File: config.mk
export PLATFORM = sky130hd
export DESIGN_NAME = hex_display_scheduler
export DESIGN_NICKNAME = d
export VERILOG_FILES = /design/src/rtl/hex_display_pkg.sv /design/src/rtl/hex_display_scheduler_tick.sv /design/src/rtl/hex_display_scheduler.sv
export SDC_FILE = /design/constraint.sdc
export NUM_CORES = 1
export LEC_CHECK = 0
export CORE_ASPECT_RATIO = 0.75
export CORE_MARGIN = 5
export CORE_UTILIZATION = 30
export CTS_BUF_LIST = sky130_fd_sc_hd__clkbuf_8 sky130_fd_sc_hd__clkbuf_16
export DETAILED_ROUTE_END_ITERATION = 12
export PLACE_DENSITY = 0.56
export SETUP_SLACK_MARGIN = 0.4
export SLEW_MARGIN = 0
export SYNTH_ARGS = -nofsm -noshare
export SYNTH_HDL_FRONTEND = slang
export SYNTH_SLANG_ARGS = --single-unit
File: constraint.sdc
create_clock -name CLOCK_50 -period 5 [get_ports CLOCK_50]
set_input_delay 0.5 -clock CLOCK_50 [delete_from_list [all_inputs] [get_ports CLOCK_50]]
set_output_delay 0.5 -clock CLOCK_50 [all_outputs]
set_load 0.02 [all_outputs]
File: src/rtl/hex_display_pkg.sv
// Shared mode encodings and seven-segment constants for the hex display scheduler.
// Mode BLINK is only reachable when HEX_DISPLAY_BLINK_EN is defined.
package hex_display_pkg;

    typedef enum logic [1:0] {
        MODE_STATIC = 2'd0,
        MODE_SCROLL = 2'd1,
        MODE_BLINK  = 2'd2
    } mode_t;

    localparam logic [7:0] SEG_ONE   = 8'hF9;
    localparam logic [7:0] SEG_ZERO  = 8'hC0;
    localparam logic [7:0] SEG_BLANK = 8'hFF;

    function automatic logic [7:0] enc(input logic b);
        return b ? SEG_ONE : SEG_ZERO;
    endfunction

endpackage

File: src/rtl/hex_display_scheduler_tick.sv
// Free-running display tick prescaler: one-cycle tick every TICK_DIV clocks,
// restartable from zero via clear.
module tick_prescaler #(
    parameter int unsigned TICK_DIV = 25000000
) (
    input  logic clk,
    input  logic rst_n,
    input  logic clear,
    output logic tick
);

    localparam int unsigned W = $clog2(TICK_DIV);
    localparam logic [W-1:0] LAST = W'(TICK_DIV - 1);

    logic [W-1:0] cnt_q;

    assign tick = (cnt_q == LAST);

    always_ff @(posedge clk) begin
        if (!rst_n) begin
            cnt_q <= '0;
        end else if (clear || tick) begin
            cnt_q <= '0;
        end else begin
            cnt_q <= cnt_q + W'(1);
        end
    end

endmodule

File: src/rtl/hex_display_scheduler.sv
// Six-digit switch display with STATIC / SCROLL / BLINK modes advanced by KEY1.
// BLINK exists only when HEX_DISPLAY_BLINK_EN is defined; otherwise SCROLL returns to STATIC.
module hex_display_scheduler
    import hex_display_pkg::*;
#(
    parameter int unsigned TICK_DIV = 25000000
) (
    input  logic       CLOCK_50,
    input  logic       KEY0,
    input  logic       KEY1,
    input  logic [0:5] SW,
    output logic [0:5] LEDR,
    output logic [7:0] HEX0,
    output logic [7:0] HEX1,
    output logic [7:0] HEX2,
    output logic [7:0] HEX3,
    output logic [7:0] HEX4,
    output logic [7:0] HEX5,
    output logic [1:0] MODE
);

    logic       key_s1, key_s2, key_prev;
    logic       press, tick;
    mode_t      mode_q, mode_nx;
    logic [0:5] rot_q;
    logic [2:0] off_q;
    logic [2:0] idx;
    logic [7:0] seg_d [6];
    logic [7:0] hex_q [6];
`ifdef HEX_DISPLAY_BLINK_EN
    logic       vis_q;
`endif

    // Every press changes mode, so the press itself restarts the tick period.
    assign press = key_prev & ~key_s2;

    tick_prescaler #(.TICK_DIV(TICK_DIV)) u_tick (
        .clk   (CLOCK_50),
        .rst_n (KEY0),
        .clear (press),
        .tick  (tick)
    );

    always_comb begin
        case (mode_q)
            MODE_STATIC: mode_nx = MODE_SCROLL;
`ifdef HEX_DISPLAY_BLINK_EN
            MODE_SCROLL: mode_nx = MODE_BLINK;
`else
            MODE_SCROLL: mode_nx = MODE_STATIC;
`endif
            default:     mode_nx = MODE_STATIC;
        endcase
    end

    always_comb begin
        idx = '0;
        for (int unsigned i = 0; i < 6; i++) begin
            idx      = 3'((i + 32'(off_q)) % 6);
            seg_d[i] = enc(SW[3'(i)]);
            if (mode_q == MODE_SCROLL) begin
                seg_d[i] = enc(rot_q[idx]);
            end
`ifdef HEX_DISPLAY_BLINK_EN
            else if (mode_q == MODE_BLINK && !vis_q) begin
                seg_d[i] = SEG_BLANK;
            end
`endif
        end
    end

    always_ff @(posedge CLOCK_50) begin
        if (!KEY0) begin
            key_s1   <= 1'b1;
            key_s2   <= 1'b1;
            key_prev <= 1'b1;
            LEDR     <= '0;
            mode_q   <= MODE_STATIC;
            rot_q    <= '0;
            off_q    <= '0;
            hex_q    <= '{default: SEG_BLANK};
`ifdef HEX_DISPLAY_BLINK_EN
            vis_q    <= 1'b1;
`endif
        end else begin
            key_s1   <= KEY1;
            key_s2   <= key_s1;
            key_prev <= key_s2;
            LEDR     <= SW;
            hex_q    <= seg_d;
            if (press) begin
                mode_q <= mode_nx;
                if (mode_nx == MODE_SCROLL) begin
                    rot_q <= SW;
                    off_q <= '0;
                end
`ifdef HEX_DISPLAY_BLINK_EN
                if (mode_nx == MODE_BLINK) begin
                    vis_q <= 1'b1;
                end
`endif
            end else if (tick) begin
                if (mode_q == MODE_SCROLL) begin
                    off_q <= (off_q == 3'd5) ? 3'd0 : off_q + 3'd1;
                end
`ifdef HEX_DISPLAY_BLINK_EN
                if (mode_q == MODE_BLINK) begin
                    vis_q <= ~vis_q;
                end
`endif
            end
        end
    end

    assign HEX0 = hex_q[0];
    assign HEX1 = hex_q[1];
    assign HEX2 = hex_q[2];
    assign HEX3 = hex_q[3];
    assign HEX4 = hex_q[4];
    assign HEX5 = hex_q[5];
    assign MODE = mode_q;

endmodule

# Word-level counts from Yosys, hierarchy flattened
# Cells that the tools add are included.
totals:
  mem_bits_ro: 0
  regBits: 93
  inputBits: 9
  memories: 0
  ram_bits: 0
  latchBits: 0
classes:
  n_addsub: 7
  muxes: 42
  mul: 0
  reduce_logical: 7
  order_cmp: 6
  n_div: 6
  shift: 0
  bitwise_logic: 9
  n_eq_ne: 5
ops:
  columns: ["op", "count"]
  rows:
  - ["$mod 32x3->32 const B", 5]
  - ["$mux 6", 18]
  - ["$mod 3x3->32 const B", 1]
  - ["$add 25x1->25 const B", 1]
  - ["$eq 25x25->1 const B", 1]
  - ["$ge 4x4->1 const B", 6]
  - ["$not 3->4", 6]
  - ["$bmux 1 s3", 6]
  - ["$mux 3", 5]
  - ["$mux 1", 13]
  - ["$add 2x3->4 const A", 2]
  - ["$add 3x3->4 const A", 2]
  - ["$add 1x3->4 const A", 1]
  - ["$eq 2x1->1 const B", 2]
  - ["$reduce_bool 2->1", 2]
  - ["$add 3x1->3 const B", 1]
  - ["$eq 3x3->1 const B", 1]
  - ["$reduce_and 3->1", 1]
  - ["$logic_not 2->1", 1]
  - ["$ne 2x2->1 const B", 1]
  - ["$not 1->1", 2]
  - ["$reduce_and 2->1", 1]
  - ["$reduce_or 2->1", 1]
  - ["$and 1x1->1", 1]
  - ["$logic_or 1x1->1", 1]

# Depth between registers and ports, before layout
# Gate-level depths: netlist of the first run.
depth:
  depth_word: 8
  mapped_depth: 12
  ltp_nobuf: 10

# Hierarchy
# A second synthesis of the first run with hierarchy kept.
unflattened:
  hier_cells: 356
  hier_area_um2: 3047.9
modules_own_cells:
  columns: ["module", "area_each_um2", "instances", "cells_per_inst", "seq_area_each_um2"]
  rows:
  - ["hex_display_scheduler", 1821.7, 1, 215, 520.5]
  - ["tick_prescaler", 1226.2, 1, 141, 500.5]

# Worst setup path after synthesis of the first run
# Ideal clock, no wire load.
synth_path:
  path_kind: "reg2reg"
  startpoint: "register off_q[1]"
  endpoint: "register hex_q, in the netlist HEX3[4]"
  path_buffers: 1
  arrival_time_ps: 2578
  slack_ps: 2289
  period_less_slack_ps: 2711
  setup_ps: 134
  t_required_ps: 4866
  stages_incl_launch_ff: 12
  cell_sequence: "dfxtp_1 -> clkbuf_1 -> inv_1 -> ha_1 -> a21oi_1 -> inv_1 -> ha_1 -> or3b_2 -> o22ai_1 -> a32oi_1 -> o22ai_1 -> a41oi_1"
synth_via:
  elab_chain_cells: 8
synth_lines:
  columns: ["element", "line", "rtl"]
  rows:
  - ["start: declaration", "hex_display_scheduler.sv:26", "logic [2:0] off_q;"]
  - ["start signal: assignment", "hex_display_scheduler.sv:104", "off_q <= (off_q == 3'd5) ? 3'd0 : off_q + 3'd1;"]
  - ["$add 2x3->4", "hex_display_scheduler.sv:59", "idx = 3'((i + 32'(off_q)) % 6);"]
  - ["$mod 32x3->32", "hex_display_scheduler.sv:59", null]
  - ["$not 3->4 (implied by the code)", "hex_display_scheduler.sv:62", "seg_d[i] = enc(rot_q[idx]);"]
  - ["$bmux 1 s3", "hex_display_scheduler.sv:62", null]
  - ["$mux 1 (implied by the code) (2 in series)", "hex_display_scheduler.sv:62", null]
  - ["$mux 6", "hex_display_pkg.sv:16", "return b ? SEG_ONE : SEG_ZERO;"]
  - ["$mux 6", "hex_display_scheduler.sv:61", "if (mode_q == MODE_SCROLL) begin"]
  - ["end signal: assignment", "hex_display_scheduler.sv:90", "hex_q <= seg_d;"]
  - ["end: declaration", "hex_display_scheduler.sv:29", "logic [7:0] hex_q [6];"]
# Every way passes these cells. The select of a mux whose other input is x is not followed.
# A chain may end at the register's enable or synchronous reset.

# Final worst setup path of the first run
layout_path:
  startpoint: "register off_q[0]"
  endpoint: "register hex_q, in the netlist HEX3[4]"
# The elaborated chain is that of the path after synthesis.

==> results.md, run 1 <==
* Run status: complete, no violations
* Yosys reg bits at 51
* EDFF count, synth at 0
* Antenna diodes at 0
* Post-Place Setup Slack at ~1700 ps
* Weighted congestion at the end of routability-driven global placement at slightly above 0.9
* Switching power of the nets at ~0.00023 W
* Post-synthesis area per instance at ~8.7 um2
* RSZ-0062 raised after global routing: false
* Standby leakage power at between 1 and 1.5 nW
* Worst path setup slack after routing at approximately 1700 ps
* Commonest cells after routing, fill and taps aside: dfxtp_1 (51), clkdlybuf4s50_1 (51), nor2_1 (41)
* WL final at around 7.1 mm
* Final Net Count at a little over 400
* Max IR drop VDD at ~0.00014 V
* CTS clk-pin slew, worst paths at 70 ps
* Highest clock rate at 304 MHz
* Number of global-route vias before repair at 2,235
* Post-Synthesis Cells at 370
* Slew Limit Headroom at 42.6%
* Maximum root-to-sink buffer count at 2
* Fraction of registers with async set/reset at 0%
* All-layer global routing usage at roughly 11%
* Die Ht at approximately 100 um
* CP cell instances: inv_1, ha_1, xor2_1, inv_1, ha_1, or3b_2, o22ai_1, a32oi_1, o22ai_1, a41oi_1
* DRC Markers at 0
* Final-report hold violation count at 0
* Initial antenna violation count at 0
* Int Pwr at around 0.0007 W
* Antenna-violating nets left at 0
* Number of buffers inserted by post-CTS setup repair at 0
* Number of warnings issued by yosys at 0
* I/O Buffers at around 50
* Number of search-and-repair iterations in the first detailed-routing pass at 5
* Count of fill cells added during filler insertion at between 1,000 and 1,500
* Fraction of power spent switching nets at approximately a quarter
* Number of primary I/O pins at between 60 and 70
* Initial Util at roughly 31%
* Peak fanout along the critical path at 22
* H-tree lvl count at 2
* Setup Skew at 5.23 ps
* Number of buffers created by CTS at 5
* Highest-delay cell along the critical path: dfxtp_1
* Die Footprint at between 10,000 and 15,000 um2
* DP Wirelength at 5.26 mm
* Max_cap viols at 0
* Number of sinks driven by the clock tree at slightly above 50
* Hold Path Class: reg -> reg
* Vias at approximately 2,500
* Standard-cell rows at 32
* Number of endpoints failing setup at the final stage at 0
* Clock network power share at between 40% and 50%
* Post-detailed-route via-to-cell ratio at around 4.9
* Total design power at 0.000939 W
* Crit-path max cell delay at ~880 ps
* Power density over cell area at between 200 and 300 nW/um2
* Clock Root Buffer: clkbuf_16
* Final instance count without filler cells at about 520
* Required time worst endpoint at roughly 5100 ps
* Number of placed instances with taps included at 514
* Average routed wire per standard cell at 13.5 um
* Fraction of final layout cells sized beyond drive strength 1 at 7.01%
* Worst Max-Slew Pin Slew at roughly 860 ps
* # resized after CTS at 0
* Horizontal extent of the die at around 130 um
* Crit path DAT at between 3000 and 4000 ps
* Crit path launch type: register
* Worst setup EP type: register
* Mapped cell area at about 3200 um2
* Tmin final at 3290 ps
* Comb pwr share at between 10% and 20%
* GRT overflow at 0
* Clock latency at the later pin of the worst-skew pair at just under 300 ps
* 1st-iter DRT viols at 160
* Clock tree from TritonCTS: built
* Final Max Tran Viols at 0
* Ys flop type: dfxtp_1
* Share of the core filled with cells in the final layout at 35.8%
* Portion of the clock cycle consumed by the worst path in the final layout at around two thirds
* Portion of the post-synthesis area used by sequential elements at between 30% and 40%
* Maximum number of pins on one net before global-route repair at 26
* Number of buffers inserted by hold repair at cts at 0
* Yosys cell types at 62
* Sum of negative setup slack at 0 ps
* Signed area change from the synthesized netlist to the final layout at 15.4%
* CP Class: reg -> reg
* Standard cell core area at 10,400 um2
* Power share of the sequential group at between 40% and 50%
* Global-route wire length before repair at ~11 mm
[kinds of logic after synthesis]
kind of cell | synth area share (%)
AO/OA/AOI/OAI | 10.1
XOR/XNOR | 8.40
adder cells (fa/ha/maj) | 6.23
buffers and inverters | 14.2
flip-flops | 31.8
multiplexers | 6.23
other | 0.234
AND/OR/NAND/NOR | 22.9
[Yosys cell counts, drive strengths merged, types with 2 or more instances]
cell type	instances	area, um2
or3	6	37.5
nand2	19	78.8
a21oi	10	53.8
nand2b	4	25.0
o22ai	3	18.8
and4	3	28.8
dfxtp	51	1020
o21ai	14	70.1
ha	16	200
xor2	16	140
nor2b	2	12.5
a21o	2	16.3
nor4	7	58.8
and3	7	48.8
a31oi	2	12.5
nor2	41	154
conb	2	7.51
inv	15	56.3
nand4b	4	35.0
nor3b	2	15.0
nor3	6	30.0
clkbuf	7	30.0
and2	8	50.1
mux2i	11	110
xnor2	14	130
nand4	10	62.6
mux2	6	67.6
nand3	10	55.1
o211ai	3	22.5
buf	48	367
[layout make-up]
type | count | area (um2) | area share (%)
flip-flops and latches | 51 | 1020 | 27.5
well taps | 136 | 170 | 4.59
inverters | 16 | 60.1 | 1.62
clock inverters | 2 | 37.5 | 1.01
clock buffers | 5 | 125 | 3.37
repair buffers | 52 | 518 | 14.0
multi-input cells | 259 | 1780 | 47.9
[metal layers]
metal	vias to the layer above	GRT usage, %	part of all wire, %
li1	1257	-	-
met1	1179	16.0	50
met2	105	15.7	42
met3	8	2.31	7.8
met4	0	3.19	1.1
met5	-	0	0
[per-stage QoR]
stage	instance area [um2]	hold WS, ps
after floorplan	3260	386
after global placement	3550	390
after detailed placement	3550	400
after CTS	3710	417
after global routing	3710	450
final	3710	413
[state kept, by name, indices dropped and copies added (netlist names)]
register and count:
rot_q 6, LEDR 6, HEX2 1, key_s1 1
MODE 1, key_s2 1, HEX1 1, HEX3 1
u_tick.cnt_q 25, off_q 3, HEX0 1, HEX5 2
key_prev 1, HEX4 1
[power by group through the flow]
stage | clock (W) | sequential, W | combinational (W)
floorplan | 0 | 0.000446 | 0.0000935
finish | 0.000377 | 0.000431 | 0.000131
CTS | 0.000389 | 0.000432 | 0.000132
global placement | 0 | 0.000441 | 0.000131
global route | 0.000406 | 0.000434 | 0.000139
detailed placement | 0 | 0.000441 | 0.000131
[path summary, 6_finish.rpt]
| check | startpoint | end | slack, ps | depth (start not counted) |
|---|---|---|---|---|
| max | off_q[0]$_SDFFE_PN0P_ | HEX3[4]$_SDFF_PN1_ | 1710 | 10 |
| min | key_s1$_SDFF_PN1_ | key_s2$_SDFF_PN1_ | 410 | 1 |
| max reg2reg | off_q[0]$_SDFFE_PN0P_ | HEX3[4]$_SDFF_PN1_ | 1710 | 10 |
| min reg2reg | key_s1$_SDFF_PN1_ | key_s2$_SDFF_PN1_ | 410 | 1 |
[critical path: cells and delay by family, from the launching register on]
kind            cells  cell delay (ps)
compound gates      4              510
xor+xnor            1              250
fa+ha+maj           2              620
buf+inv             2              400
flops               1              880
simple gates        1              480
(Power assumes the default switching activity.)
==> run 2: changes to the inputs <==
--- a/config.mk
+++ b/config.mk
@@ -10,7 +10,7 @@
 export CORE_UTILIZATION = 30
 export CTS_BUF_LIST = sky130_fd_sc_hd__clkbuf_8 sky130_fd_sc_hd__clkbuf_16
 export DETAILED_ROUTE_END_ITERATION = 12
-export PLACE_DENSITY = 0.56
+export PLACE_DENSITY = 0.58
 export SETUP_SLACK_MARGIN = 0.4
 export SLEW_MARGIN = 0
 export SYNTH_ARGS = -nofsm -noshare
==> constraint.sdc (replaced) <==
create_clock -name CLOCK_50 -period 2.9 [get_ports CLOCK_50]
set_input_delay 0.29 -clock CLOCK_50 [delete_from_list [all_inputs] [get_ports CLOCK_50]]
set_output_delay 0.29 -clock CLOCK_50 [all_outputs]
set_load 0.02 [all_outputs]
==> run 2 against run 1 <==
Critical path depth stayed put; non-clock buffer count rose by 13; routed wire length rose by 3.4%; highest routed layer unchanged; die area stayed put; largest power group unchanged; register-to-register slack lost 1200 ps; core utilization is 1.6 points higher; clock skew about the same; largest cell class unchanged.
==> results.md, run 2 (synthesis gave the netlist of run 1 again) <==
* Crit path launch type: register
* Crit-path max cell delay at 470 ps (-410 ps)
* Number of endpoints failing setup at the final stage at 0 (unchanged)
* Horizontal extent of the die at 130 um (unchanged)
* Registers with the highest flip-flop counts: u_tick.cnt_q (25), LEDR (6), rot_q (6)
* Highest clock rate at 410 MHz (+35%)
* Clock tree from TritonCTS: built
* Sum of negative setup slack at 0 ps (unchanged)
* Reg-to-reg critical path endpoint: HEX3[4]$_SDFF_PN1_
* Number of primary I/O pins at 65 (unchanged)
* Vias at 2,612 (+2.5%)
* Peak fanout along the critical path at 5 (-77%)
* Area after detailed placement at 3600 um2 (+1.4%)
* Required time worst endpoint at 3050 ps (-2080 ps)
* Initial Util at 31.0% (unchanged)
* Clock latency at the later pin of the worst-skew pair at 290 ps (about the same)
* WL final at 7.29 mm (+3.4%)
* Power density over cell area at 403 nW/um2 (+59%)
* Max_cap viols at 0 (unchanged)
* Global-route wire length before repair at 11.8 mm (+3.0%)
* Crit path DAT at 2590 ps (-830 ps)
* Final instance count without filler cells at 535 (+2.7%)
* Signed area change from the synthesized netlist to the final layout at 20.5%
* Depth of the worst register-to-register path at 10 (unchanged)
* Standard-cell rows at 32 (unchanged)
* Standby leakage power at 1.49 nW (+4.2%)
* Maximum number of pins on one net before global-route repair at 26 (unchanged)
* Number of global-route vias before repair at 2,357 (+5.5%)
* CP cell instances: inv_2, ha_2, xor2_2, inv_2, ha_1, or3b_2, o22ai_1, a32oi_1, o22ai_1, a41oi_1
* CP Class: reg -> reg
* Setup Skew at 4.91 ps (-0.319 ps)
* Number of search-and-repair iterations in the first detailed-routing pass at 4 (-1)
* Max reg flops at 25 (unchanged)
* Cell area after layout at 3870 um2 (+4.4%)
* Number of buffers inserted by hold repair at cts at 0 (unchanged)
* Antenna diodes at 0 (unchanged)
* Run status: complete, no violations
* Final-report hold violation count at 0 (unchanged)
* All-layer global routing usage at 11.2% (+0.36 points)
* Cell family with the largest share of critical-path delay: compound AO/OA/AOI/OAI gates
* Max IR drop VDD at 0.000332 V (+130%)
* Post-detailed-route via-to-cell ratio at 4.88 (-0.21%)
* Weighted congestion at the end of routability-driven global placement at 0.863 (-5.1%)
* Final Net Count at 423 (+3.2%)
* Number of sinks driven by the clock tree at 51 (unchanged)
* Hold Startpoint: key_s1$_SDFF_PN1_
* Commonest cells after routing, fill and taps aside: clkdlybuf4s50_1 (51), dfxtp_1 (48), nor2_1 (41)
* Terminating pin of the worst hold path: key_s2$_SDFF_PN1_
* Setup slack, reg-to-reg at 460 ps (-1250 ps)
* Standard cell core area at 10,400 um2 (unchanged)
* DP Wirelength at 5.40 mm (+2.7%)
* Portion of the clock cycle consumed by the worst path in the final layout at 84.1% (+18 points)
* 1st-iter DRT viols at 214 (+34%)
* Most common cell after layout, fill and taps aside: clkdlybuf4s50_1
* Start point of the critical path: off_q[0]$_SDFFE_PN0P_
* Beginning of the worst register-to-register path: off_q[0]$_SDFFE_PN0P_
* DRC Markers at 0 (unchanged)
* Average routed wire per standard cell at 13.6 um (+0.67%)
* GRT overflow at 0 (unchanged)
* Number of buffers created by CTS at 5 (unchanged)
* Tmin final at 2440 ps (-850 ps)
* Maximum root-to-sink buffer count at 2 (unchanged)
* Worst setup EP type: register
* Initial antenna violation count at 0 (unchanged)
* H-tree lvl count at 2 (unchanged)
* Highest-delay cell along the critical path: or3b_2
* Die Footprint at 12,900 um2 (unchanged)
* Antenna-violating nets left at 0 (unchanged)
* Hold Path Class: reg -> reg
* I/O Buffers at 51 (unchanged)
* Total design power at 0.00156 W (+66%)
* Fraction of final layout cells sized beyond drive strength 1 at 14.0% (+7.0 points)
* CTS clk-pin slew, worst paths at 70 ps (about the same)
* Number of cells traversed by the worst hold path at 1 (unchanged)
* RSZ-0062 raised after global routing: true
* Final Max Tran Viols at 0 (unchanged)
* Clock Root Buffer: clkbuf_16
* Most flop-heavy register: u_tick.cnt_q
* Number of placed instances with taps included at 520 (+1.2%)
* Die Ht at 99.7 um (unchanged)
* WP buf/inv at 2 (unchanged)
run 2: worst max-delay path by stage:
stage | endpoint | slack (ps) | cells after the start
2_1_floorplan | HEX3[4]$_SDFF_PN1_ | 390 | 11
3_3_place_gp | HEX5[4]$_SDFF_PN1_ | 270 | 9
3_5_place_dp | HEX5[4]$_SDFF_PN1_ | 220 | 9
4_1_cts | HEX3[4]$_SDFF_PN1_ | 400 | 10
5_1_grt | HEX3[4]$_SDFF_PN1_ | 390 | 10
6_report | HEX3[4]$_SDFF_PN1_ | 460 | 10
run 2: final cells by class:
cell class / instances / area (um2)
Clock inverter: 2 / 12.5
Clock buffer: 6 / 139
Multi-Input combinational cell: 259 / 1840
Timing Repair Buffer: 65 / 619
Tap cell: 136 / 170
Fill cell: 1010 / 6490
Sequential cell: 51 / 1030
Inverter: 16 / 63.8
run 2: metrics by stage:
step	util, %	hold WS, ps	worst slack (ps)
floorplan	-	363	387
global placement	34.7	394	271
detailed placement	34.7	406	225
CTS	36.7	412	403
global route	37.4	438	392
finish	37.4	409	461
run 2: power by group:
part / leakage (nW) / switching, W / internal (W)
Combinational: 0.993 / 0.000130 / 0.000104
Clock: 0.0783 / 0.000248 / 0.000342
Sequential: 0.418 / 0.0000192 / 0.000720
run 2: per-layer routing:
| metal | wire length, um | track usage (%) | up-vias |
|---|---|---|---|
| met2 | 2830 | 15.6 | 112 |
| li1 | - | - | 1282 |
| met5 | 0 | 0 | - |
| met3 | 649 | 2.47 | 9 |
| met4 | 102 | 3.51 | 0 |
| met1 | 3710 | 17.0 | 1209 |
run 2: repair_timing:
action | 4_1_cts | 5_1_grt
resized for setup | 8 | 10
pin swaps | 2 | 2
endpoints found under the setup margin | 2 | 3
buffers inserted | 3 | 4
